===== src/rtl/irq_pkg.sv =====
// Shared constants, FSM state and priority helper
// for the interrupt pending/arbitration stage.
package irq_pkg;

  localparam int N_IRQ = 8;
  localparam int IDX_W = 3;

  typedef enum logic {
    IDLE    = 1'b0,
    PRESENT = 1'b1
  } irq_state_e;

  // Highest-numbered set bit wins; all-zero input yields 0.
  function automatic logic [IDX_W-1:0] prio_sel(
    input logic [N_IRQ-1:0] v
  );
    logic [IDX_W-1:0] r;
    r = '0;
    for (int i = 0; i < N_IRQ; i++) begin
      if (v[i]) r = i[IDX_W-1:0];
    end
    return r;
  endfunction

endpackage


===== src/rtl/irq_prio_sel.sv =====
// Combinational MSB-first selector with an
// any-bit-set flag.
module irq_prio_sel
  import irq_pkg::*;
(
  input  logic [N_IRQ-1:0] vec,
  output logic [IDX_W-1:0] idx,
  output logic             any
);

  always_comb begin
    idx = prio_sel(vec);
    any = |vec;
  end

endmodule


===== src/rtl/irq_pend_arb.sv =====
// Edge-captured sticky pending bits with masked
// priority selection and a valid/ack presentation.
module irq_pend_arb #(
  parameter int N     = irq_pkg::N_IRQ,
  parameter int IDX_W = irq_pkg::IDX_W
) (
  input  logic             clk,
  input  logic             rst,
  input  logic [N-1:0]     req_in,
  input  logic [N-1:0]     mask_in,
  input  logic [N-1:0]     clr_in,
  input  logic             irq_ack,
  output logic             irq_valid,
  output logic [IDX_W-1:0] irq_idx,
  output logic [N-1:0]     pending_out,
  output logic [N-1:0]     overrun_out
);

  import irq_pkg::irq_state_e;
  import irq_pkg::IDLE;
  import irq_pkg::PRESENT;

  logic [N-1:0]     req_q;
  logic [N-1:0]     pend_q, pend_d;
  logic [N-1:0]     ovr_q, ovr_d;
  logic [N-1:0]     rise;
  logic [N-1:0]     elig;
  logic             valid_q, valid_d;
  logic [IDX_W-1:0] idx_q, idx_d;
  logic [IDX_W-1:0] sel;
  logic             sel_any;
  logic             ack_fire;
  irq_state_e       state_q, state_d;

  assign rise     = req_in & ~req_q;
  assign ack_fire = irq_ack & valid_q;
  assign elig     = pend_q & mask_in;

  irq_prio_sel u_sel (
    .vec (elig),
    .idx (sel),
    .any (sel_any)
  );

  // A new event always beats either kind of clear.
  always_comb begin
    pend_d = pend_q;
    ovr_d  = ovr_q;
    for (int i = 0; i < N; i++) begin
      if (rise[i]) begin
        pend_d[i] = 1'b1;
      end else if (clr_in[i] ||
                   (ack_fire &&
                    idx_q == i[IDX_W-1:0])) begin
        pend_d[i] = 1'b0;
      end
      if (rise[i] && pend_q[i]) begin
        ovr_d[i] = 1'b1;
      end else if (clr_in[i]) begin
        ovr_d[i] = 1'b0;
      end
    end
  end

  always_comb begin
    state_d = state_q;
    valid_d = valid_q;
    idx_d   = idx_q;
    unique case (state_q)
      IDLE: begin
        valid_d = 1'b0;
        if (sel_any) begin
          idx_d   = sel;
          valid_d = 1'b1;
          state_d = PRESENT;
        end
      end
      PRESENT: begin
        valid_d = 1'b1;
        if (ack_fire) begin
          valid_d = 1'b0;
          state_d = IDLE;
        end
      end
      default: begin
        valid_d = 1'b0;
        state_d = IDLE;
      end
    endcase
  end

  always_ff @(posedge clk) begin
    if (rst) begin
      req_q   <= '0;
      pend_q  <= '0;
      ovr_q   <= '0;
      valid_q <= 1'b0;
      idx_q   <= '0;
      state_q <= IDLE;
    end else begin
      req_q   <= req_in;
      pend_q  <= pend_d;
      ovr_q   <= ovr_d;
      valid_q <= valid_d;
      idx_q   <= idx_d;
      state_q <= state_d;
    end
  end

  assign irq_valid   = valid_q;
  assign irq_idx     = idx_q;
  assign pending_out = pend_q;
  assign overrun_out = ovr_q;

endmodule


===== config.mk =====
export PLATFORM = sky130hd
export DESIGN_NAME = irq_pend_arb
export DESIGN_NICKNAME = d
export VERILOG_FILES = /design/src/rtl/irq_pkg.sv /design/src/rtl/irq_prio_sel.sv /design/src/rtl/irq_pend_arb.sv
export SDC_FILE = /design/constraint.sdc
export NUM_CORES = 1
export LEC_CHECK = 0
export CORE_UTILIZATION = 25
export CTS_CLUSTER_DIAMETER = 60
export CTS_CLUSTER_SIZE = 14
export DETAILED_ROUTE_END_ITERATION = 12
export GPL_TIMING_DRIVEN = 0
export HOLD_SLACK_MARGIN = 0.06
export PLACE_DENSITY = 0.56
export SETUP_SLACK_MARGIN = 0.3
export SYNTH_ARGS = -nofsm -noshare
export SYNTH_HDL_FRONTEND = slang
export SYNTH_SLANG_ARGS = --single-unit

===== constraint.sdc =====
create_clock -name clk -period 1.5 [get_ports clk]
set_input_delay 0.225 -clock clk [delete_from_list [all_inputs] [get_ports clk]]
set_output_delay 0.225 -clock clk [all_outputs]
set_load 0.02 [all_outputs]

Word level (Yosys, flattened, before mapping)
Index checks and enable logic that the tools add are counted.
Word-level totals
  word-level logic and storage cells: 116
  bits in registers: 28
Cells by class
  bitwise gates (word level): 5
  multiplexer cells: 42
  equal/unequal tests: 7
  reductions and logical operators: 43
Operators with widths (count)
  2-to-1 mux 1 bit: 35
  nonzero test 2 bit: 16
  AND 8 bit: 2
  logical AND 1 bit: 16
  == test 3 bit, second input constant: 4
  2-to-1 mux 3 bit: 4
  logical OR 1 bit: 8
  inverter 8 bit: 1
  OR reduction 8 bit: 1
  == test 3 x 2 -> 1 bit, second input constant: 2
  2-to-1 mux 2 bit: 2
  == test 3 x 1 -> 1 bit, second input constant: 1
  logical NOT 3 bit: 1
  case mux 1 bit (2 select lines): 1
  AND reduction 2 bit: 1
  AND 1 bit: 1
  inverter 1 bit: 1

Longest topological paths before layout
Gate-level depths: netlist of the first run.
  depth in word-level cells: 8
  gate-level depth with buffers: 4
  mapped depth without buffers: 4

Cells and area by module
Synthesis of the first run repeated with hierarchy kept, for this count alone.
Second synthesis, totals
  cell total of the unflattened synthesis: 130
  area total of the unflattened synthesis: 1137.3 um2
Modules (own cells, without submodules)
  irq_pend_arb: instances 1, cells each 118, area each 1071.0 um2
  irq_prio_sel: instances 1, cells each 12, area each 66.3 um2

Least setup slack after synthesis of the first run
No wires, ideal clock.
  kind: register -> register
  start point: register pend_q[1], in the netlist pending_out[1]
  end point: register idx_q[1], in the netlist irq_idx[1]
  setup slack: 260 ps
  data required time: 1409 ps
  stages on the path, launching flop included: 5
  buffers on the path: 0
  setup time: 91 ps
  clock period less this slack: 1240 ps
  data arrival time: 1149 ps
  cells stage by stage: dfxtp_1 -> a22oi_2 -> a41oi_4 -> nor2_2 -> a311oi_1
Between the ends
  word-level cells in the longest chain between the ends: 3
RTL lines
  start: declaration: line irq_pend_arb.sv:24  | logic [N-1:0] pend_q, pend_d;
  start signal: assignment: line irq_pend_arb.sv:102  | pend_q <= pend_d;
  AND 8 bit: line irq_pend_arb.sv:37  | assign elig = pend_q & mask_in;
  OR reduction 8 bit: line irq_prio_sel.sv:13  | any = |vec;
  AND reduction 2 bit (no source line)
  end signal: assignment: line irq_pend_arb.sv:105  | idx_q <= idx_d;
  end: declaration: line irq_pend_arb.sv:29  | logic [IDX_W-1:0] idx_q, idx_d;
Every way passes these cells.
A chain may end at the register's enable or synchronous reset.

Worst setup path in the final report of the first run
  start point: input mask_in[1]
  end point: register idx_q[2], in the netlist irq_idx[2]
Between the ends
  word-level cells in the longest chain between the ends: 3
RTL lines
  start: declaration: line irq_pend_arb.sv:10  | input logic [N-1:0] mask_in,
  AND 8 bit: line irq_pend_arb.sv:37
  OR reduction 8 bit: line irq_prio_sel.sv:13
  AND reduction 2 bit (no source line)
Every way passes these cells.

==> run metrics, run 1 <==
status complete, but fails checks; failing checks design-rule violations; Net Count, Synth 149; WS Path Type input pin to register; Relative slew margins 60.6%; die area 5000 um2; Hold Path Class input pin to register; Yosys cell types 23; row count 24; Crit. End Element register; RR Endpoint irq_idx[2]; GRT Total Usage 13.1%; Total Power 0.00168 W; Starting Density 26.5%; Hold Path Stages 2; clock latency on the worst-skew pair 270 ps; core area 4440 um2; Post-Route Skew 1.91 ps; Peak Freq 827 MHz; Worst Max-Slew Pin Slew 591 ps; P_int 0.00122 W; Die X 70.7 um; hold buffers post-CTS 0; simple-gate share of the synthesized area 25.5%; DR WL/cell 14.2 um; Core Util, Final 40.4%; final wirelength 3180 um; Worst EP arrival 1350 ps; vias in the first global route 1028; Net Sw Frac 27.5%; CP peak stage delay 490 ps; ant diodes 0; slowest CP cell clkdlybuf4s50_1; largest net degree at the start of global routing 16; Seq/Total Area, Yosys 47.5%; H-tree Lvls 1; Routed Antenna Nets 0; Buf/Inv on CP 1; VDD IR-drop max 445 uV; CP Max Fanout 5; first-pass GRT wire length 5060 um; crit start category input pin; Die Y 70.7 um; cell leakage power 0.696 nW; Power Dens Cells 937 nW/um2; Yosys reg bits 28; IO Pins 47; syn_area_per_cell 9.67 um2; yosys warns 0; largest family of logic cells by synthesized area simple AND/OR/NAND/NOR gates; Cells after Synth 122; setup TNS 0 ps; Compound-Gate Fraction of Synth Area 24.8%; Tmin final 1210 ps; reg2reg setup slack 300 ps; post-DP HPWL 2380 um; Flop pwr share 51.1%; nets 200; setup violators final 0; Post-route DRC 4; crit share post-route 80.6%; # port buffers 45; initial antenna violation count 0; post-synthesis instance area 1180 um2; DRT Pass-1 Iters 10; multiplexer area fraction after synthesis 0%; hold path endpoint state_q; Synth Area in Adders 0%; Final Max Slew Viols 0; Root Buffer clkbuf_8; CTS tree yes; Fin. Hold Viols 0; vias per std cell 4.75; vias post-DR 1065; TritonCTS Buffers 3; hold path start irq_ack; Worst Reg2Reg Path Length in Cells 4; worst path required time 1650 ps; Logic pwr share 20.9%; Clock transition at path regs 90 ps; CP top delay family buffers and inverters; layout cell share with drive strength beyond 1 23.8%; Net Sw Power 0.000462 W; worst r2r src pending_out[2]; Clock Sinks 28; clock buffer depth 2; Clock power frac 28.0%; GP Congestion 0.790; worst-path cell chain clkdlybuf4s50_1, a22oi_2, a41oi_4, nand2b_4, a21oi_2; Area Growth Syn to Fin 52.2%; Post-Synth XOR/XNOR Area 0%; gr ovfl total 0; unrepaired setup endpoints after global routing yes; # Max-Cap Violations 0; First DRT Iteration DRCs 38
-- cells by family after synthesis --
kind of cell / after synthesis
flip-flops: 28
buffers and inverters: 7
AND/OR/NAND/NOR: 50
AO/OA/AOI/OAI: 37
-- area by class of cell --
cell class / instances / area, um2
buffer: 3 / 12.5
inverter: 4 / 15.0
tap: 52 / 65.1
sequential: 28 / 591
timing repair buffer: 46 / 448
multi-input combinational: 87 / 609
fill: 446 / 2650
clock buffer: 4 / 55.1
-- how the worst max path moves through the flow --
stage / slack (ps) / end / cells past startpoint / start
3_3_place_gp: -30 / irq_idx[2] / 5 / mask_in[7]
2_1_floorplan: 290 / irq_idx[1] / 4 / pending_out[7]
6_report: 290 / irq_idx[2] / 5 / mask_in[1]
3_5_place_dp: -50 / irq_idx[2] / 5 / mask_in[7]
4_1_cts: 160 / pending_out[7] / 1 / pending_out[7]
5_1_grt: 230 / irq_idx[0] / 5 / mask_in[2]
-- worst reg2reg max path: cells and delay by family (launching register included) --
family	cells	cell delay (ps)
flops	1	370
compound gates	3	570
simple gates	1	180
-- cell usage in the layout (no fill, tap or decap), types with 2 or more instances in the layout --
cell type,instances
dlygate4sd2_1,3
o311ai_1,2
a211oi_1,2
dfxtp_4,6
a32o_1,2
clkbuf_1,2
a2bb2oi_1,2
nand2b_1,17
dfxtp_2,6
a21oi_1,14
buf_2,2
clkbuf_2,4
clkdlybuf4s15_2,9
a22oi_2,2
o21ai_0,4
o21ai_1,2
nand3b_1,7
nor2_1,4
clkdlybuf4s50_1,20
clkdlybuf4s15_1,5
a22oi_4,2
nor2b_1,14
clkbuf_8,4
dfxtp_1,16
inv_1,4
dlymetal6s2s_1,3
nand2_1,4
-- Yosys cell counts (all sizes together) --
library cell	number	area (um2)
o21ai	6	30.0
a2bb2oi	2	17.5
a21o	1	7.51
a211oi	2	15.0
a311oi	1	8.76
nor2b	14	87.6
o311ai	2	17.5
a22oi	4	67.6
nor2	5	21.3
a32o	2	20.0
nand2b	18	113
nand3	1	5.00
inv	4	15.0
a41oi	1	27.5
nand2	4	15.0
nand4	1	6.26
a31oi	1	6.26
clkbuf	3	11.3
a21oi	15	75.1
nand3b	7	52.6
dfxtp	28	561
-- registers in the layout, summed over array words and instances (netlist names) --
name / count
overrun_out: 8
pending_out: 8
req_q: 8
irq_idx: 3
state_q: 1
-- power by group through the flow --
stage	registers (W)	logic, W	clock network (W)
after floorplan	0.000901	0.000134	0
after global placement	0.000866	0.000356	0
after detailed placement	0.000868	0.000360	0
after CTS	0.000856	0.000349	0.000489
after global routing	0.000869	0.000381	0.000516
final	0.000859	0.000352	0.000470
-- repair_timing --
item | CTS | global route
resized for setup | 53 | 30
setup buffers | 1 | 0
pin swaps | 2 | 7
endpoints found under the setup margin | 25 | 24
-- layer usage --
metal | global-route usage (%) | part of all wire [%]
met3 | 3.28 | 3.9
met5 | 0 | 0
met2 | 21.7 | 50
met1 | 16.8 | 45
met4 | 4.00 | 1.1
-- stage by stage --
step,cells,instance area [um2],setup WS (ps),hold WS [ps]
3_5_place_dp,219,1700,-47.7,468
6_report,224,1800,291,231
3_3_place_gp,219,1700,-34.7,457
5_1_grt,224,1800,232,248
4_1_cts,224,1770,158,388
2_1_floorplan,122,1180,287,312
(Power assumes the default switching activity.)
==> inputs of run 2 (changes only) <==
Settings changed: PLACE_DENSITY 0.56 to 0.58.
Clock period 1.5 ns to 1.1 ns, I/O delays scaled along.
==> run metrics, run 2 (synthesis results as in run 1) <==
largest net degree at the start of global routing 16; worst path required time 940 ps; GRT Max-Usage Layer met2; gr ovfl total 0; initial antenna violation count 0; Die X 70.7 um; Crit. End Element primary output; placed cell count 219; CP Max Fanout 7; status complete, but fails checks; DRT Pass-1 Iters 8; H-tree Lvls 1; setup violators final 7; hold slack 230 ps; Routed Antenna Nets 0; slowest CP cell dfxtp_2; post-DP HPWL 2360 um; first-pass GRT wire length 5040 um; Worst Max-Slew Pin Slew 283 ps; GR Util met1 16.3%; Die Y 70.7 um; vias in the first global route 1067; Clock Sinks 28; VDD IR-drop max 622 uV; crit share post-route 108%; Starting Density 26.5%; hold path endpoint req_q[4]; vias post-DR 1093; Tmin final 1180 ps; Peak Freq 845 MHz; hold path start rst; Hold Path Class input pin to register; reg2reg setup slack -60 ps; First DRT Iteration DRCs 39; Root Buffer clkbuf_8; worst-path cell chain clkdlybuf4s15_2; cell leakage power 0.794 nW; fill count 433; design area 2020 um2; Worst Reg2Reg Path Length in Cells 3; row count 24; IO Pins 47; ant diodes 0; vias per std cell 4.65; Relative slew margins 81.1%; Buf/Inv on CP 1; CP top delay family flip-flops; GR Util met2 22.8%; Final Max Slew Viols 0; hold buffers post-CTS 0; nets 211; dpl cell area 1750 um2; GRT Total Usage 13.2%; clock buffer depth 2; failing checks design-rule violations, negative setup slack; clock latency on the worst-skew pair 280 ps; core area 4440 um2; Clock transition at path regs 90 ps; setup TNS -331 ps; worst r2r src pending_out[3]; setup ws final -83.2 ps; RR Endpoint irq_idx[1]; Power Dens Cells 1210 nW/um2; final wirelength 3320 um; highest-count cells in the layout ignoring fill and taps buf_6, clkdlybuf4s50_1, nand2b_1, nor2b_1, a21oi_1; DR WL/cell 14.1 um; GP Congestion 0.759; Post-route DRC 8; Fin. Hold Viols 0; crit start category register; # Max-Cap Violations 0; # port buffers 45; layout cell share with drive strength beyond 1 42.6%; CP peak stage delay 450 ps; leading cell type in the layout, fill and taps excluded buf_6; WS Path Type register to primary output; CTS tree yes; Post-Route Skew 4.90 ps; Worst EP arrival 1020 ps; die area 5000 um2; Hold Path Stages 2; unrepaired setup endpoints after global routing yes; TritonCTS Buffers 3; Area Growth Syn to Fin 71.3%; final instance count without filler cells 235; Core Util, Final 45.5%; global-route met3 utilization 3.13%
run 2: cell count changes in the layout (fill, tap and decap cells not counted), moves of 4 or more:
cell             previous run  this run
buf_6                       0        23
dfxtp_4                     6        11
buf_4                       1         7
dfxtp_1                    16         8
o21ai_0                     4         0
clkdlybuf4s15_2             9         1
clkdlybuf4s15_1             5         0
run 2: final cells by class:
class                   count  area (um2)  area share, %
plain buffers               3        15.0          0.743
multi-input cells          87         666           32.9
well taps                  52        65.1           3.22
repair buffers             57         592           29.3
clock buffers               4        55.1           2.72
flip-flops and latches     28         613           30.3
inverters                   4        15.0          0.743
run 2: per-stage QoR:
step | power (W) | setup WS [ps]
after floorplan | 0.00143 | -0.162
after global placement | 0.00168 | -376
after detailed placement | 0.00169 | -387
after CTS | 0.00243 | -73.0
after global routing | 0.00257 | -142
final | 0.00245 | -83.2
run 2: timing repair:
item,CTS,global route
endpoints found under the setup margin,38,36
setup buffers,9,3
pin swaps,6,8
resized for setup,132,17
run 2: worst max-delay path by stage:
| stage | start | endpoint | slack, ps | cells after the start |
|---|---|---|---|---|
| final | irq_idx[0] | irq_idx[0] | -80 | 1 |
| after global routing | pending_out[2] | irq_idx[1] | -140 | 3 |
| after floorplan | pending_out[2] | irq_idx[1] | -0.2 | 3 |
| after CTS | pending_out[2] | irq_idx[1] | -70 | 3 |
| after global placement | irq_ack | pending_out[0] | -380 | 4 |
| after detailed placement | mask_in[4] | irq_idx[2] | -390 | 5 |
run 2: power breakdown:
| group | switching [W] | leakage (nW) | total [W] | internal (W) |
|---|---|---|---|---|
| clock network | 0.000317 | 0.0288 | 0.000637 | 0.000321 |
| registers | 0.0000943 | 0.242 | 0.00118 | 0.00108 |
| logic | 0.000263 | 0.524 | 0.000636 | 0.000373 |
run 2: routing by layer:
layer	vias to the layer above	part of all wire (%)
met2	23	52
met3	4	4.3
met4	0	1.1
li1	553	-
met5	-	0
met1	513	43
